$ cat src/rtl/fetch_unit.sv
`default_nettype none
// ============================================================================
// Module   : fetch_unit
// Purpose  : IF-stage fetch PC register and I-cache fetch sequencer. Holds
//            the fetch PC, issues I-cache reads, and presents the fetched
//            instruction to the branch controller and IF/ID barrier. Absorbs
//            redirects that arrive while a miss is outstanding by discarding
//            the stale response and restarting at the redirect target.
// Ports    : clk, reset_n (sync, active-low)
//            stall, pc_next, redirect_valid, redirect_pc  - pipeline control
//            icache_read, icache_address, icache_rdata, icache_resp - I-cache
//            stage_IF_pc, stage_IF_ir, stage_IF_valid      - IF stage output
//            debug_fetch_count, debug_discard_count        - debug counters
// Revision : 1.0 - initial release
// ============================================================================
module fetch_unit #(
  parameter logic [15:0] RESET_PC      = 16'h0000,
  parameter int          COUNTER_WIDTH = 16
) (
  input  logic                     clk,
  input  logic                     reset_n,
  input  logic                     stall,
  input  logic [15:0]              pc_next,
  input  logic                     redirect_valid,
  input  logic [15:0]              redirect_pc,
  output logic                     icache_read,
  output logic [15:0]              icache_address,
  input  logic [15:0]              icache_rdata,
  input  logic                     icache_resp,
  output logic [15:0]              stage_IF_pc,
  output logic [15:0]              stage_IF_ir,
  output logic                     stage_IF_valid,
  output logic [COUNTER_WIDTH-1:0] debug_fetch_count,
  output logic [COUNTER_WIDTH-1:0] debug_discard_count
);

  typedef enum logic [0:0] {
    S_FETCH = 1'b0,
    S_HOLD  = 1'b1
  } state_t;

  state_t                   state,         state_d;
  logic [15:0]              pc,            pc_d;
  logic                     pending,       pending_d;
  logic [15:0]              pending_pc,    pending_pc_d;
  logic [15:0]              ir_reg,        ir_reg_d;
  logic [COUNTER_WIDTH-1:0] fetch_count,   fetch_count_d;
  logic [COUNTER_WIDTH-1:0] discard_count, discard_count_d;

  always_ff @(posedge clk) begin
    if (!reset_n) begin
      state         <= S_FETCH;
      pc            <= RESET_PC;
      pending       <= 1'b0;
      pending_pc    <= 16'h0000;
      ir_reg        <= 16'h0000;
      fetch_count   <= '0;
      discard_count <= '0;
    end else begin
      state         <= state_d;
      pc            <= pc_d;
      pending       <= pending_d;
      pending_pc    <= pending_pc_d;
      ir_reg        <= ir_reg_d;
      fetch_count   <= fetch_count_d;
      discard_count <= discard_count_d;
    end
  end

  always_comb begin
    state_d         = state;
    pc_d            = pc;
    pending_d       = pending;
    pending_pc_d    = pending_pc;
    ir_reg_d        = ir_reg;
    fetch_count_d   = fetch_count;
    discard_count_d = discard_count;
    icache_read     = 1'b0;
    stage_IF_ir     = ir_reg;
    stage_IF_valid  = 1'b0;

    case (state)
      S_FETCH: begin
        icache_read    = 1'b1;
        stage_IF_ir    = icache_rdata;
        // A response is live only if no redirect (current or remembered)
        // has made it stale.
        stage_IF_valid = icache_resp & ~pending & ~redirect_valid;
        if (!icache_resp) begin
          // Miss outstanding: remember the newest redirect but keep the
          // address stable until the read completes.
          if (redirect_valid) begin
            pending_d    = 1'b1;
            pending_pc_d = redirect_pc;
          end
        end else if (pending || redirect_valid) begin
          discard_count_d = discard_count + COUNTER_WIDTH'(1);
          pc_d            = redirect_valid ? redirect_pc : pending_pc;
          pending_d       = 1'b0;
        end else if (!stall) begin
          pc_d          = pc_next;
          fetch_count_d = fetch_count + COUNTER_WIDTH'(1);
        end else begin
          ir_reg_d = icache_rdata;
          state_d  = S_HOLD;
        end
      end

      S_HOLD: begin
        stage_IF_valid = 1'b1;
        if (redirect_valid) begin
          pc_d            = redirect_pc;
          discard_count_d = discard_count + COUNTER_WIDTH'(1);
          state_d         = S_FETCH;
        end else if (!stall) begin
          pc_d          = pc_next;
          fetch_count_d = fetch_count + COUNTER_WIDTH'(1);
          state_d       = S_FETCH;
        end
      end

      default: state_d = S_FETCH;
    endcase
  end

  assign icache_address      = pc;
  assign stage_IF_pc         = pc;
  assign debug_fetch_count   = fetch_count;
  assign debug_discard_count = discard_count;

endmodule
`default_nettype wire

$ cat config.mk
export PLATFORM = sky130hd
export DESIGN_NAME = fetch_unit
export DESIGN_NICKNAME = d
export VERILOG_FILES = /design/src/rtl/fetch_unit.sv
export SDC_FILE = /design/constraint.sdc
export NUM_CORES = 1
export LEC_CHECK = 0
export CELL_PAD_IN_SITES_DETAIL_PLACEMENT = 1
export CELL_PAD_IN_SITES_GLOBAL_PLACEMENT = 1
export CORE_ASPECT_RATIO = 1.1
export CORE_MARGIN = 5
export CORE_UTILIZATION = 31
export DETAILED_ROUTE_END_ITERATION = 6
export PLACE_DENSITY_LB_ADDON = 0.1
export SLEW_MARGIN = 20
export SYNTH_ARGS = -nofsm -noshare
export SYNTH_HDL_FRONTEND = slang
export SYNTH_SLANG_ARGS = --single-unit
$ cat constraint.sdc
create_clock -name clk -period 1.65 [get_ports clk]
set_input_delay 0.33 -clock clk [delete_from_list [all_inputs] [get_ports clk]]
set_output_delay 0.33 -clock clk [all_outputs]
set_load 0.1 [all_outputs]
# After elaboration in Yosys (flattened, before gate mapping)
# Cells that the tools add are included.
# W data, S select, Z words.
[word_totals]
output_inout_bits = 82
input_bits = 53
reg_bits = 82
wordCells = 55
[classes]
reduce_logical = 7
n_mux = 26
add_sub_neg = 2
bitwise = 7
n_eq_ne = 6
[ops]
columns = ["op", "n"]
rows = [
  ["$mux W16", 13],
  ["$pmux W16 S2", 3],
  ["$add A16 B1 Y16 const B", 2],
  ["$ne A2 B2 Y1 const B", 5],
  ["$reduce_and A3 Y1", 3],
  ["$mux W1", 8],
  ["$not A1 Y1", 5],
  ["$pmux W1 S2", 2],
  ["$reduce_and A4 Y1", 1],
  ["$and A1 B1 Y1", 2],
  ["$ne A2 B1 Y1 const B", 1],
  ["$reduce_and A2 Y1", 1],
  ["$reduce_bool A2 Y1", 1],
  ["$logic_or A1 B1 Y1", 1],
]

# Longest topological paths before layout
# Gate-level depths: netlist of the first run.
[depth]
word_depth = 5
depth_mapped = 7
ltp_nobuf = 5

# Least setup slack after synthesis of the first run
# OpenSTA, ideal clock, no wires.
[synth_path]
kind = "register -> output"
start = "register state"
end = "output stage_IF_valid"
setup_slack_ns = -0.786
n_path_buf = 2
path_stages_with_launch = 5
required_time_ns = 1.320
arrival_ns = 2.106
path_cell_list = "dfxtp_1 > buf_4 > clkbuf_1 > inv_1 > nand2_1"
[synth_between]
elab_chain_len = 2
[synth_rtl]
columns = ["item", "line", "rtl"]
rows = [
  ["start: declaration", "42", "state_t state, state_d;"],
  ["start signal: assignment", "60", "state <= state_d;"],
  ["$not A1 Y1 (no line)", "n/a", ""],
  ["$pmux W1 S2 *", "82", "case (state)"],
  ["end: declaration", "32", "output logic stage_IF_valid,"],
]
# Every way passes the cells marked *; elsewhere a longest branch is shown, timed or not.

# Worst setup path in the final report of the first run
[layout_path]
start = "register state"
end = "output stage_IF_ir[12]"
[layout_between]
elab_chain_len = 1
[layout_rtl]
columns = ["item", "line", "rtl"]
rows = [
  ["$mux W16", "82", ""],
  ["end: declaration", "31", "output logic [15:0] stage_IF_ir,"],
]
# Every way passes these cells.

==> results of run 1 <==
worst max-delay path by stage:
stage                      startpoint                    end  slack (ns)  cells past startpoint
after floorplan                 state         stage_IF_valid       -0.13                      4
after global placement    icache_resp  debug_fetch_count[15]       -0.44                      5
after detailed placement  icache_resp   debug_fetch_count[5]       -0.51                      6
after CTS                       state         stage_IF_ir[0]       -0.10                      3
after global routing            state        stage_IF_ir[12]       -0.12                      3
final                           state        stage_IF_ir[12]       -0.09                      3
power by group through the flow:
stage | combinational [mW] | sequential (mW) | clock [mW]
CTS | 1.82 | 2.12 | 2.12
global placement | 1.73 | 2.16 | 0
detailed placement | 1.76 | 2.16 | 0
floorplan | 0.842 | 2.38 | 0
finish | 1.88 | 2.12 | 2.05
global route | 1.95 | 2.13 | 2.19
cells by family after synthesis:
family | count (synthesis)
XOR/XNOR | 11
AO/OA/AOI/OAI | 138
flip-flops | 82
buffers and inverters | 55
AND/OR/NAND/NOR | 183
adder cells (fa/ha/maj) | 2
multiplexers | 42
timing repair:
item / in CTS / in global routing
pin swaps: 5 / 38
gates resized for setup: 25 / 72
gates cloned: 1 / 2
setup endpoints to repair: 77 / 60
buffers inserted: 15 / 1
metal layers:
metal  share of wire, %  track usage (%)  vias up
met2                 53             33.6       99
met5                  0                0        -
met4                1.2             6.10        0
li1                   -                -     2147
met1                 42             21.6     2187
met3                3.8             3.29       14
cell type report:
| class | instances | area (sq um) | area share [%] |
|---|---|---|---|
| clock buffer | 11 | 253 | 3.21 |
| sequential | 82 | 1760 | 22.3 |
| tap | 188 | 235 | 2.99 |
| timing repair buffer | 191 | 2800 | 35.5 |
| inverter | 9 | 41.3 | 0.524 |
| multi-input combinational | 376 | 2740 | 34.8 |
| clock inverter | 5 | 51.3 | 0.652 |
synth_stat cells, types with 3 or more instances:
cell,n,area (sq um)
inv_1,7,26.3
nand2_1,88,330
o32ai_1,8,70.1
clkbuf_1,12,45.0
a31oi_1,7,43.8
dfxtp_1,82,1640
o211ai_1,11,82.6
or4_1,8,60.1
o2111ai_1,3,26.3
o31ai_1,8,60.1
a21oi_1,59,295
nand3_1,6,30.0
mux2_2,29,327
a211oi_1,16,120
nor2_1,33,124
xor2_1,9,78.8
o21ai_0,12,60.1
and4_1,3,26.3
nor2b_1,9,56.3
a22oi_1,6,45.0
buf_2,9,45.0
nand4_1,5,31.3
nand2b_1,9,56.3
mux2i_1,13,130
or3_1,11,68.8
buf_4,23,173
worst reg2reg max path: stages, from the launching register on:
cell       delay [ns]
dfxtp_4          0.39
buf_12           0.15
buf_8            0.12
nor4b_4          0.36
and2_4           0.26
clkbuf_16        0.19
nand2_4          0.06
a21oi_2          0.13
stage by stage:
stage / setup WS, ns / hold slack [ns]
2_1_floorplan: -0.131 / 0.433
3_3_place_gp: -0.442 / 0.438
3_5_place_dp: -0.511 / 0.447
4_1_cts: -0.103 / 0.457
5_1_grt: -0.121 / 0.482
6_report: -0.0891 / 0.459
==> impl_results.md, run 1 <==
* Fin Clk Skew at roughly 0.0053 ns
* Initial Util at 31.4%
* Clock transition at path regs at 0.06 ns
* Commonest non-fill, non-tap cell in the layout: buf_12
* CP arrival at 1.41 ns
* Final Hold Viols at 0
* Drt first-iter violations at 169
* Placed insts at 827
* Site row count at 45
* Hold depth at 2
* FF-to-FF setup slack at -0.06 ns
* Proportion of layout cells with a drive suffix above 1 at 44.2%
* Post-route ant nets at 0
* Fin. max-slew vios at 0
* Post-route cell area at 7870 sq um
* Static leakage at 3.02 nW
* Final std cells w/o fill at roughly 860
* Pwr dens at 768 nW/um^2
* Initial antenna violation count at 0
* Startpoint Class: flop
* NetSw at 2.02 mW
* Remaining DRCs at 0
* Tightest Pin Transition at roughly 0.37 ns
* Synth Area in Compound Gates at 20.7%
* Setup TNS Final at -1.80 ns
* Sw frac at 33.5%
* Via-per-instance ratio at 5.16
* Largest net degree at the start of global routing at 25
* Worst r2r src: state
* Placed cell areas at between 6000 and 7000 sq um
* # Max-Cap Violations at 0
* Critical path's top delay family: flip-flops
* Max_slew headroom at between 70 and 80%
* Final Critical Period at 1.74 ns
* CTS max path bufs at 2
* Most frequent cells in the layout: 91 x buf_12, 69 x nand2_1, 49 x clkdlybuf4s50_1
* Port Buffer Count at 134
* Antenna cells at 0
* Simple logic cell fraction of the synthesized area at 20.5%
* # IOs at roughly 140
* CTS tree: yes
* Num CTS Buffers at 9
* Gpl congestion at 0.755
* Critical-path maximum fanout at 8
* Synthesized cell area at 4320 sq um
* Grt total ovfl at 0
* Die span in y at ~130 um
* Core Area at 13700 sq um
* TritonCTS Sinks at 82
* Synth warn at 0
* Required time worst endpoint at 1.32 ns
* Routed WL at around 16 mm
* Die area at 16400 sq um
* WHS Endpoint: pending_pc[14]
* CP max stage delay at approximately 0.42 ns
* Peak Freq at 575 MHz
* Clock latency on the worst-skew pair at 0.33 ns
* Critical path's most frequent cell: buf_12
* Multiplexer share of the synthesized area at between 10% and 20%
* Worst setup margin at -0.0891 ns
* Sequential power share at 35.1%
* RSZ-0062 raised after global routing: yes
* Pint at slightly above 4 mW
* Post-CTS Hold Buffers at 0
* First-pass GRT wire length at 24.6 mm
* FFs w/ async S/R, synth at 0%
* CP max stage cell: dfxtp_4
* Total power at approximately 6.1 mW
* CP Capture Type: primary output
* Status: finished, violations left
* HP Start: pending_pc[14]
* First-pass detailed-route iteration total at 4
* Layout fillers at ~1500
* #FFs+latches synth at 82
* Tcrit/Tclk final at 105%
* Total number of vias at 4447
* CTS root buf: clkbuf_16
* Vias in the first global route at 4907
* Per-cell routed wire length at 18.2 um
* Crit path buf inv count at 2
* Mapped Nets at between 500 and 600
* Gr usage total at 18.4%
* Final net count at 724
* Cells after Synth at slightly above 500
* Die width at 123 um
* Synth unique cells at 47
* Min-Delay Path Class: reg -> reg
* Synth Area in Adders at 0.580%
* EDFF count, synth at 0
* Seq/Total Area, Yosys at 38.0%
* Worst reg2reg path depth at 7
* Worst reg2reg endpoint: ir_reg[14]
* Kind of critical path: reg -> out
* Core Util, Final at 57.3%
* Setup Viol. Count Final at 33
* Cell chain of the critical path: buf_12, mux2_4, buf_12
* Post-DP HPWL at 11.0 mm
* Largest family of logic cells by synthesized area: compound AO/OA/AOI/OAI gates
* Synth Flop Type: dfxtp_1
* Max VDD drop at 0.435 mV
* Layout area overhead at 82.4%
* Mapped Avg Cell Area at 8.42 sq um
* Clock share of power at 33.9%
* Combinational share of power at between 30% and 40%
* H-tree level count at 3
* Area share of xor/xnor cells in the synthesized design at 2.23%
* Failing checks: negative setup slack
No activity file was read; power rests on OpenSTA's default activity.
==> inputs of run 2 (changes only) <==
REMOVE_ABC_BUFFERS = 1   (was unset)
SKIP_CTS_REPAIR_TIMING = 1   (was unset)
==> run 2 against run 1 <==
  * The run still ends with negative setup slack left
  * Die area is the same
  * Highest routed layer unchanged
  * Hold slack lost 0.0032 ns
  * Non-clock buffer count grew 29
  * Largest power group is now clock
==> impl_results.md, run 2 (synthesis results as in run 1) <==
* RSZ-0062 raised after global routing: yes
* Met1 WL at 6.72 mm
* Hold depth at 2
* CTS max path bufs at 2
* Gr usage total at about 18%
* CP max stage delay at between 0.4 and 0.5 ns
* Placed insts at ~850
* Failing checks: negative setup slack
* Pwr dens at 816 nW/um^2
* Met2 WL at between 8 and 9 mm
* Most frequent cells in the layout: 89 x buf_12, 77 x dfxtp_1, 71 x nand2_1
* Worst setup margin at -0.118 ns
* Die width at 123 um
* Final Hold Viols at 0
* Crit path buf inv count at 2
* Fin Clk Skew at 0.00575 ns
* DP Worst Slack at -0.566 ns
* CTS root buf: clkbuf_16
* Tightest Pin Transition at between 0.3 and 0.4 ns
* Post-DP HPWL at 11.1 mm
* Drt first-iter violations at 191
* Peak Freq at 566 MHz
* Static leakage at 3.15 nW
* Port Buffer Count at 134
* Max_slew headroom at 74.7%
* Post-route ant nets at 0
* Initial antenna violation count at 0
* Proportion of layout cells with a drive suffix above 1 at 39.1%
* Via-per-instance ratio at ~5.2
* Top layer in use: met4
* Required time worst endpoint at approximately 1.3 ns
* Routed WL at 16.1 mm
* Total number of vias at between 4000 and 5000
* Tcrit/Tclk final at 107%
* Largest net degree at the start of global routing at 34
* HP Start: pending_pc[9]
* Num CTS Buffers at 9
* First-pass detailed-route iteration total at 4
* Core Area at about 14000 sq um
* Worst reg2reg endpoint: ir_reg[2]
* Per-cell routed wire length at 18.1 um
* CP arrival at 1.44 ns
* Met3 Routed Length at 723 um
* First-pass GRT wire length at between 20 and 25 mm
* CP Capture Type: primary output
* CP max stage cell: dfxtp_4
* Vias in the first global route at 4686
* Antenna cells at 0
* Worst reg2reg path depth at 7
* WHS Endpoint: pending_pc[9]
* Commonest non-fill, non-tap cell in the layout: buf_12
* CTS tree: yes
* Fin. max-slew vios at 0
* Kind of critical path: reg -> out
* Critical-path maximum fanout at 7
* Core Util, Final at 58.1%
* TritonCTS Sinks at 82
* Startpoint Class: flop
* Clock transition at path regs at 0.06 ns
* Initial Util at approximately a third
* Final Critical Period at 1.77 ns
* Critical path's top delay family: flip-flops
* Clock latency on the worst-skew pair at 0.34 ns
* Die area at 16400 sq um
* Min-Delay Path Class: reg -> reg
* WHS at between 0.4 and 0.5 ns
* Layout area overhead at 84.8%
* Status: finished, violations left
* H-tree level count at 3
* Die span in y at 134 um
* Gpl congestion at 0.754
* FF-to-FF setup slack at -0.09 ns
* Site row count at 45
* Final net count at ~750
* Remaining DRCs at 0
* Max VDD drop at 0.434 mV
* # Max-Cap Violations at 0
* # IOs at 135
* Final std cells w/o fill at ~890
* Cell chain of the critical path: clkbuf_16, mux2_4, buf_12
* Grt total ovfl at 0
* Worst r2r src: state
* Setup Viol. Count Final at 36
run 2: changes by cell type in the layout (fill, tap and decap cells not counted), sizes merged:
cell / before / now
clkinv: 3 / 1
bufinv: 1 / 4
clkbuf: 13 / 14
dlymetal6s2s: 0 / 2
buf: 138 / 166
clkinvlp: 2 / 1
dlygate4sd2: 2 / 0
run 2: worst max path at each step:
| stage | startpoint | to | slack (ns) | cells after the start |
|---|---|---|---|---|
| after floorplan | state | stage_IF_valid | -1.29 | 2 |
| after global placement | icache_resp | debug_discard_count[15] | -0.45 | 6 |
| after detailed placement | stall | icache_address[12] | -0.57 | 6 |
| after CTS | state | stage_IF_ir[11] | -0.32 | 3 |
| after global routing | state | stage_IF_ir[13] | -0.15 | 3 |
| final | state | stage_IF_ir[13] | -0.12 | 3 |
run 2: worst register-to-register path, stage by stage, from the launching register on:
cell and delay (ns):
dfxtp_4 0.39, buf_12 0.15, buf_6 0.11, nor4b_4 0.34
and2_4 0.27, clkbuf_16 0.20, nand2_1 0.07, a21oi_1 0.14
run 2: metal layers:
metal | vias to the layer above | track usage [%]
li1 | 2192 | -
met2 | 112 | 31.1
met1 | 2287 | 21.5
met3 | 14 | 4.51
met5 | - | 0
met4 | 0 | 5.54
run 2: final cells by class:
class	count	area, sq um
Clock buffer	11	243
Sequential cell	82	1650
Timing Repair Buffer	220	2980
Clock inverter	5	125
Tap cell	188	235
Inverter	9	40.0
Fill cell	1526	5760
Multi-Input combinational cell	376	2700
run 2: through the flow:
step	power [mW]	cell area [sq um]	TNS, ns
3_3_place_gp	3.92	6980	-28.89
5_1_grt	6.72	7980	-4.28
6_report	6.51	7980	-2.35
4_1_cts	6.46	7350	-10.93
2_1_floorplan	3.12	4030	-50.05
3_5_place_dp	3.95	6980	-32.30
run 2: power by group:
group	leakage (nW)	switching, mW	internal [mW]	total (mW)
Sequential	0.670	0.0798	2.05	2.13
Combinational	2.30	1.13	0.749	1.88
Clock	0.180	0.828	1.67	2.50
